### config.mk
export PLATFORM = sky130hd
export DESIGN_NAME = rot_tlul_host
export DESIGN_NICKNAME = d
export VERILOG_FILES = /design/src/rtl/rot_tlul_host.sv
export SDC_FILE = /design/constraint.sdc
export NUM_CORES = 1
export LEC_CHECK = 0
export ABC_CLOCK_PERIOD_IN_PS = 4000
export CAP_MARGIN = 20
export CORE_MARGIN = 1
export CORE_UTILIZATION = 38
export CTS_CLUSTER_SIZE = 25
export DETAILED_ROUTE_END_ITERATION = 8
export GPL_TIMING_DRIVEN = 1
export PLACE_DENSITY = 0.86
export REMOVE_ABC_BUFFERS = 1
export SYNTH_ARGS = -nofsm -noshare
export SYNTH_HDL_FRONTEND = slang
export SYNTH_SLANG_ARGS = --single-unit
### constraint.sdc
create_clock -name clk_i -period 4 [get_ports clk_i]
set_input_delay 0.6 -clock clk_i [delete_from_list [all_inputs] [get_ports clk_i]]
set_output_delay 0.6 -clock clk_i [all_outputs]
set_load 0.1 [all_outputs]
### src/rtl/rot_tlul_host.sv
// rtl/rot_tlul_host.sv - TL-UL host driving RoT A/D channels from a command/response port
// Optional D-channel watchdog and err_timeout_o: define ROT_TLUL_HOST_TIMEOUT_EN.
module rot_tlul_host #(
    parameter int unsigned MaxOutstanding = 4,
    parameter int unsigned SrcW           = 8,
    parameter int unsigned TimeoutCycles  = 1024
) (
    input  logic            clk_i,
    input  logic            rst_ni,
    input  logic            cmd_valid_i,
    output logic            cmd_ready_o,
    input  logic            cmd_we_i,
    input  logic [31:0]     cmd_addr_i,
    input  logic [31:0]     cmd_wdata_i,
    input  logic [3:0]      cmd_be_i,
    output logic            rsp_valid_o,
    input  logic            rsp_ready_i,
    output logic [31:0]     rsp_rdata_o,
    output logic            rsp_err_o,
    output logic [SrcW-1:0] rsp_source_o,
    output logic            a_valid_o,
    input  logic            a_ready_i,
    output logic [2:0]      a_bits_opcode_o,
    output logic [2:0]      a_bits_param_o,
    output logic [1:0]      a_bits_size_o,
    output logic [SrcW-1:0] a_bits_source_o,
    output logic [31:0]     a_bits_address_o,
    output logic [3:0]      a_bits_mask_o,
    output logic [31:0]     a_bits_data_o,
    input  logic            d_valid_i,
    output logic            d_ready_o,
    input  logic [2:0]      d_bits_opcode_i,
    input  logic [SrcW-1:0] d_bits_source_i,
    input  logic [31:0]     d_bits_data_i,
    input  logic            d_bits_denied_i,
`ifdef ROT_TLUL_HOST_TIMEOUT_EN
    output logic            err_timeout_o,
`endif
    output logic            busy_o,
    output logic            err_unexp_o
);
    localparam int unsigned CntW = $clog2(MaxOutstanding + 1);

    typedef enum logic {StIdle = 1'b0, StHold = 1'b1} state_e;

    state_e                    state_q, state_d;
    logic [MaxOutstanding-1:0] bitmap_q, bitmap_d;
    logic [MaxOutstanding-1:0] free_onehot, match_vec, alloc, retire;
    logic [CntW-1:0]           count_q, count_d;
    logic [SrcW-1:0]           free_idx;
    logic [2:0]                a_opcode_q, a_opcode_d;
    logic [SrcW-1:0]           a_source_q, a_source_d;
    logic [31:0]               a_address_q, a_address_d;
    logic [31:0]               a_data_q, a_data_d;
    logic [3:0]                a_mask_q, a_mask_d;
    logic                      err_unexp_q, err_unexp_d;
    logic                      cmd_fire, d_fire, d_hit, timeout_hit;
    logic                      unused_inputs;

    assign unused_inputs = ^{d_bits_opcode_i, cmd_addr_i[1:0]};

    // Descending scan so the lowest clear bit wins; allocation sees the pre-retire bitmap.
    always_comb begin
        free_onehot = '0;
        free_idx    = '0;
        for (int i = MaxOutstanding - 1; i >= 0; i--) begin
            if (!bitmap_q[i]) begin
                free_onehot    = '0;
                free_onehot[i] = 1'b1;
                free_idx       = SrcW'(i);
            end
        end
    end

    always_comb begin
        match_vec = '0;
        for (int i = 0; i < MaxOutstanding; i++) begin
            match_vec[i] = bitmap_q[i] & (d_bits_source_i == SrcW'(i));
        end
    end

    assign d_hit       = |match_vec;
    assign d_fire      = d_valid_i & rsp_ready_i;
    assign retire      = d_fire ? match_vec : '0;
    assign cmd_ready_o = (state_q == StIdle) && (count_q < CntW'(MaxOutstanding)) && !timeout_hit;
    assign cmd_fire    = cmd_valid_i & cmd_ready_o;
    assign alloc       = cmd_fire ? free_onehot : '0;

    always_comb begin
        state_d     = state_q;
        a_opcode_d  = a_opcode_q;
        a_source_d  = a_source_q;
        a_address_d = a_address_q;
        a_data_d    = a_data_q;
        a_mask_d    = a_mask_q;
        bitmap_d    = (bitmap_q & ~retire) | alloc;
        count_d     = count_q;
        err_unexp_d = err_unexp_q | (d_fire & ~d_hit);
        if (cmd_fire && !(|retire)) begin
            count_d = count_q + CntW'(1);
        end else if (!cmd_fire && (|retire)) begin
            count_d = count_q - CntW'(1);
        end
        case (state_q)
            StIdle: begin
                if (cmd_fire) begin
                    state_d     = StHold;
                    a_source_d  = free_idx;
                    a_address_d = {cmd_addr_i[31:2], 2'b00};
                    a_opcode_d  = !cmd_we_i ? 3'd4 : ((cmd_be_i == 4'hF) ? 3'd0 : 3'd1);
                    a_mask_d    = cmd_we_i ? cmd_be_i : 4'hF;
                    a_data_d    = cmd_we_i ? cmd_wdata_i : 32'd0;
                end
            end
            StHold: begin
                if (a_ready_i) begin
                    state_d = StIdle;
                end
            end
            default: state_d = StIdle;
        endcase
        if (timeout_hit) begin
            state_d  = StIdle;
            bitmap_d = '0;
            count_d  = '0;
        end
    end

    always_ff @(posedge clk_i or negedge rst_ni) begin
        if (!rst_ni) begin
            state_q     <= StIdle;
            bitmap_q    <= '0;
            count_q     <= '0;
            a_opcode_q  <= '0;
            a_source_q  <= '0;
            a_address_q <= '0;
            a_data_q    <= '0;
            a_mask_q    <= '0;
            err_unexp_q <= 1'b0;
        end else begin
            state_q     <= state_d;
            bitmap_q    <= bitmap_d;
            count_q     <= count_d;
            a_opcode_q  <= a_opcode_d;
            a_source_q  <= a_source_d;
            a_address_q <= a_address_d;
            a_data_q    <= a_data_d;
            a_mask_q    <= a_mask_d;
            err_unexp_q <= err_unexp_d;
        end
    end

`ifdef ROT_TLUL_HOST_TIMEOUT_EN
    logic [15:0] wdog_q, wdog_d;
    logic        err_timeout_q;

    assign timeout_hit = (count_q != '0) && !(|retire) && (wdog_q == 16'(TimeoutCycles - 1));
    assign wdog_d      = ((count_q == '0) || (|retire) || timeout_hit) ? 16'd0 : wdog_q + 16'd1;

    always_ff @(posedge clk_i or negedge rst_ni) begin
        if (!rst_ni) begin
            wdog_q        <= '0;
            err_timeout_q <= 1'b0;
        end else begin
            wdog_q        <= wdog_d;
            err_timeout_q <= err_timeout_q | timeout_hit;
        end
    end

    assign err_timeout_o = err_timeout_q;
`else
    localparam int unsigned unused_timeout_cycles = TimeoutCycles;
    assign timeout_hit = 1'b0;
`endif

    assign a_valid_o        = (state_q == StHold);
    assign a_bits_opcode_o  = a_opcode_q;
    assign a_bits_param_o   = 3'd0;
    assign a_bits_size_o    = 2'd2;
    assign a_bits_source_o  = a_source_q;
    assign a_bits_address_o = a_address_q;
    assign a_bits_mask_o    = a_mask_q;
    assign a_bits_data_o    = a_data_q;
    assign d_ready_o        = rsp_ready_i;
    assign rsp_valid_o      = d_valid_i;
    assign rsp_rdata_o      = d_bits_data_i;
    assign rsp_source_o     = d_bits_source_i;
    assign rsp_err_o        = d_bits_denied_i | ~d_hit;
    assign busy_o           = (state_q == StHold) || (count_q != '0);
    assign err_unexp_o      = err_unexp_q;
endmodule

Word level (Yosys, flattened, before mapping)
Index checks and enable logic that the tools add are counted.
Widths: inputs -> output; s select.
Operators by class
  order comparisons: 1
  mux-type cells: 19
  reduce and logical (&&, ||, !) cells: 12
  equality and inequality tests: 4
  $add $sub $neg: 2
  bitwise gates (word level): 14
Operators with widths (number)
  $mux 32: 1
  $mux 4: 7
  $eq 8x2->1 const B: 2
  $mux 3: 3
  $eq 8x1->1 const B: 1
  $logic_not 8->1: 1
  $mux 2: 4
  $reduce_or 4->1: 2
  $and 1x1->1: 7
  $and 4x4->4: 1
  $eq 4x4->1 const B: 1
  $not 4->4: 1
  $or 4x4->4: 1
  $add 3x1->3 const B: 1
  $logic_and 1x1->1: 3
  $lt 3x3->1 const B: 1
  $mux 1: 3
  $reduce_bool 3->1: 1
  $sub 3x1->3 const B: 1
  $logic_not 1->1: 2
  $not 1->1: 2
  $or 1x1->1: 2
  $pmux 1 s2: 1
  $reduce_and 2->1: 1
  other kinds (2): 2
Storage, ports and cells
  register bits: 86
  logic and storage cells: 61

Logic depth before layout (Yosys ltp)
  depth after elaboration: 7
  mapped depth: 11
  mapped depth without buffers: 9

Worst setup path before layout
Ideal clock, no wire load.
  path type: reg2out
  start: reg state_q (netlist: a_valid_o)
  end: out busy_o
  arrival: 3.280 ns
  data required time: 3.400 ns
  path slack: 0.120 ns
  stages on the path, launching flop included: 3
  buffers on the path: 0
  cells stage by stage: dfrtp_1 nor2_1 nand2_1
On the way
  longest elaborated chain between the ends: 1
RTL lines
  from (decl): line 46  | state_e state_q, state_d;
  from (signal assigned): line 131  | state_q <= StIdle;
  from (signal assigned): line 141  | state_q <= state_d;
  $logic_or 1x1->1: line 189  | assign busy_o = (state_q == StHold) || (count_q != '0);
  to (decl): line 39  | output logic busy_o,
Every way passes these cells.

Final worst setup path
  start: in d_bits_source_i[5]
  end: out rsp_err_o
On the way
  longest elaborated chain between the ends: 5
  elaborated cells on any way between the ends: 11
RTL lines
  from (decl): line 33  | input logic [SrcW-1:0] d_bits_source_i,
  $eq 8x1->1, or another cell as far along: line 78  | match_vec[i] = bitmap_q[i] & (d_bits_source_i == SrcW'(i));
  $and 1x1->1: line 78
  $reduce_or 4->1 (*): line 82  | assign d_hit = |match_vec;
  $not 1->1 (*): line 188  | assign rsp_err_o = d_bits_denied_i | ~d_hit;
  $or 1x1->1 (*): line 188
  to (decl): line 19  | output logic rsp_err_o,
Every way passes the cells marked *; elsewhere a longest branch is shown, timed or not.

==> metrics.md <==
| Metric | Value |
|---|---|
| Clk sink count | between 70 and 80 |
| Final Critical Period | 3.150 ns |
| Cell area after layout | about 5200 µm² |
| Io pins | between 200 and 300 |
| Status | finished, final reports clean |
| Synthesized instance count | approximately 400 |
| Clk buf depth | 2 |
| I/O Buffers | ~170 |
| Fraction of the mapped netlist area in simple logic gates | 24.31% |
| Gpl congestion | roughly 0.75 |
| Required time of the critical path | ~3.4 ns |
| Slew HR | about a third |
| Global-route total usage across every layer | 20.31% |
| Syn. warnings | 0 |
| RSZ-0062 raised after global routing | no |
| Compound-Gate Fraction of Synth Area | 3.082% |
| Nets | 641 |
| Synthesized area per cell | ~9 µm² |
| Wirelength per Cell | between 10 and 15 µm |
| Post_cts resized | 0 |
| Synth Cell Area | about 3600 µm² |
| Final Max Slew Viols | 0 |
| Post-synth top area share | 54.71% |
| TNS Setup | 0 ns |
| DRC viols | 0 |
| Global-route wire length before repair | between 15000 and 20000 µm |
| Placement Cell Area | around 5000 µm² |
| CTS tree | done |
| CP Launch Type | input port |
| Via/cell ratio | roughly 4.7 |
| Cts-stage hold buffer count | 0 |
| Clock root buffer | clkbuf_8 |
| Hold WC Path Type | in2async |
| Crit share post-route | between 70% and 80% |
| FMAX | approximately 320 MHz |
| Worst-Margin Slew | roughly 1.0 ns |
| Core area | ~9000 µm² |
| CP max FO | 2 |
| Arrival time worst endpoint | 2.55 ns |
| Sequential area share after synthesis | 54.71% |
| Post-synthesis cell type count | 30 |
| DRT Pass-1 Iters | 4 |
| Layout cells sized above 1 | 6.679% |
| DRT Wirelength | 9701 µm |
| # rows | 35 |
| CP Class | in2out |
| Initial core utilization | between 30 and 40% |
| Hpwl dp | 6964 µm |
| Hold Fails Final Rpt | 0 |
| Post-synthesis adder-cell area fraction | 0.9003% |
| Synth area leader | dfrtp_1 |
| Die X | between 90 and 100 µm |
| Largest family of logic cells by synthesized area | simple AND/OR/NAND/NOR gates |
| Commonest non-fill, non-tap cell in the layout | nand2_1 |
| H-tree depth | 3 |
| Die ar. | roughly 10000 µm² |
| Crit path capture type | output pin |
| Clk_skew | roughly 0.012 ns |
| Setup violations, final | 0 |
| Gr ovfl total | 0 |
| Chip Height | about 100 µm |
| Antenna diode count | 0 |
| Synth Area in XOR/XNOR | less than 1% |
| Vias in the first global route | between 3000 and 4000 |
| Top post-synthesis cells by area | dfrtp_1 55%, nand2_1 17%, buf_4 12% |
| Post-CTS setup repair buffer count | 0 |
| Synthesis-to-finish area growth | 44.01% |
| Highest-count cells in the layout ignoring fill and taps | 162 x nand2_1, 154 x clkdlybuf4s50_1, 79 x dfrtp_1, 34 x nand3_1, 15 x buf_4 |
| Number of buffers created by CTS | 9 |
| Vias | about 3100 |
| Final ANT Viol Nets | 0 |
| Clock transition at the registers of the reported paths | 0.09 ns |
| Detailed Route Iter0 Violations | 93 |
| Post-synthesis mux area share | 1.039% |
| Pin count of the biggest net entering global routing | 80 |
| Flops & latches, synth | 79 |
| Max_cap viols | 0 |
| Skew-Pair Late Insertion Delay | 0.34 ns |
| Initial antenna violation count | 0 |
-- kinds of logic after synthesis --
logic type | count (synthesis)
AND/OR/NAND/NOR | 213
buffers and inverters | 85
flip-flops | 79
AO/OA/AOI/OAI | 17
XOR/XNOR | 3
adder cells (fa/ha/maj) | 2
other | 2
multiplexers | 2
-- sequential cells by signal (all words and copies together), names as in the netlist --
name and cells:
a_bits_opcode_o 2, a_bits_address_o 30, a_valid_o 1, err_unexp_o 1, a_bits_data_o 32, a_bits_source_o 2
count_q 3, bitmap_q 4, a_bits_mask_o 4
-- worst max-delay path: stages --
cell and delay [ns]:
clkdlybuf4s50_1 0.43, or4_4 0.55, or4b_1 0.50, or2_1 0.23, buf_4 0.23
-- cell usage after synthesis --
cell type	n
nor3_1	1
o21ai_0	4
nand4_1	1
mux4_1	1
xnor2_1	1
a22o_1	1
conb_1	2
ha_1	1
xor2_1	2
or4b_1	1
nand3_1	34
buf_2	8
buf_4	57
or3b_2	1
a31oi_1	6
and2_1	1
inv_2	1
nor2_1	9
nor4_2	1
or4_4	1
dfrtp_1	79
nand2_1	162
mux2_2	1
clkbuf_1	11
a21oi_1	2
a41oi_1	3
inv_1	8
a31o_1	1
fa_1	1
or2_1	1
-- cell type report --
cell class              instances  area (µm²)
flip-flops and latches         79        1977
multi-input cells             251        1139
clock inverters                 5       83.83
inverters                       9       33.78
fillers                       803        4036
well taps                     129       161.4
clock buffers                  10       127.6
repair buffers                170        1682
-- through the flow --
| stage | util (%) | std cells | setup WS, ns | hold WS, ns |
|---|---|---|---|---|
| 2_1_floorplan | - | 339 | 0.1202 | 0.3044 |
| 3_3_place_gp | 53.73 | 637 | 0.8169 | 0.4482 |
| 3_5_place_dp | 53.73 | 637 | 0.7331 | 0.4567 |
| 4_1_cts | 56.02 | 652 | 0.8337 | 0.4413 |
| 5_1_grt | 56.32 | 653 | 0.7729 | 0.1956 |
| 6_report | 56.32 | 653 | 0.8495 | 0.1848 |
-- worst paths after layout --
kind | startpoint | to | slack, ns | cells past startpoint
setup / recovery | d_bits_source_i[5] | rsp_err_o | 0.85 | 5
hold / removal | rst_ni | a_bits_address_o[18] | 0.18 | 1
setup reg to reg | bitmap_q[0] | count_q[2] | 1.82 | 8
hold reg to reg | a_bits_data_o[30] | a_bits_data_o[30] | 0.47 | 2
max in group asynchronous | rst_ni | a_bits_data_o[24] | 3.22 | 2
min in group clk_i | a_bits_data_o[30] | a_bits_data_o[30] | 0.47 | 2
-- routing by layer --
layer | GRT usage (%) | vias up | wire (µm)
met5 | 4.103 | - | 54
met4 | 5.090 | 2 | 85
li1 | - | 1439 | -
met3 | 13.63 | 12 | 1327
met2 | 30.93 | 174 | 4301
met1 | 23.14 | 1428 | 3932
Power is not shown: default switching activity piles up to over one toggle a cycle in this logic, so the estimate is an artifact.
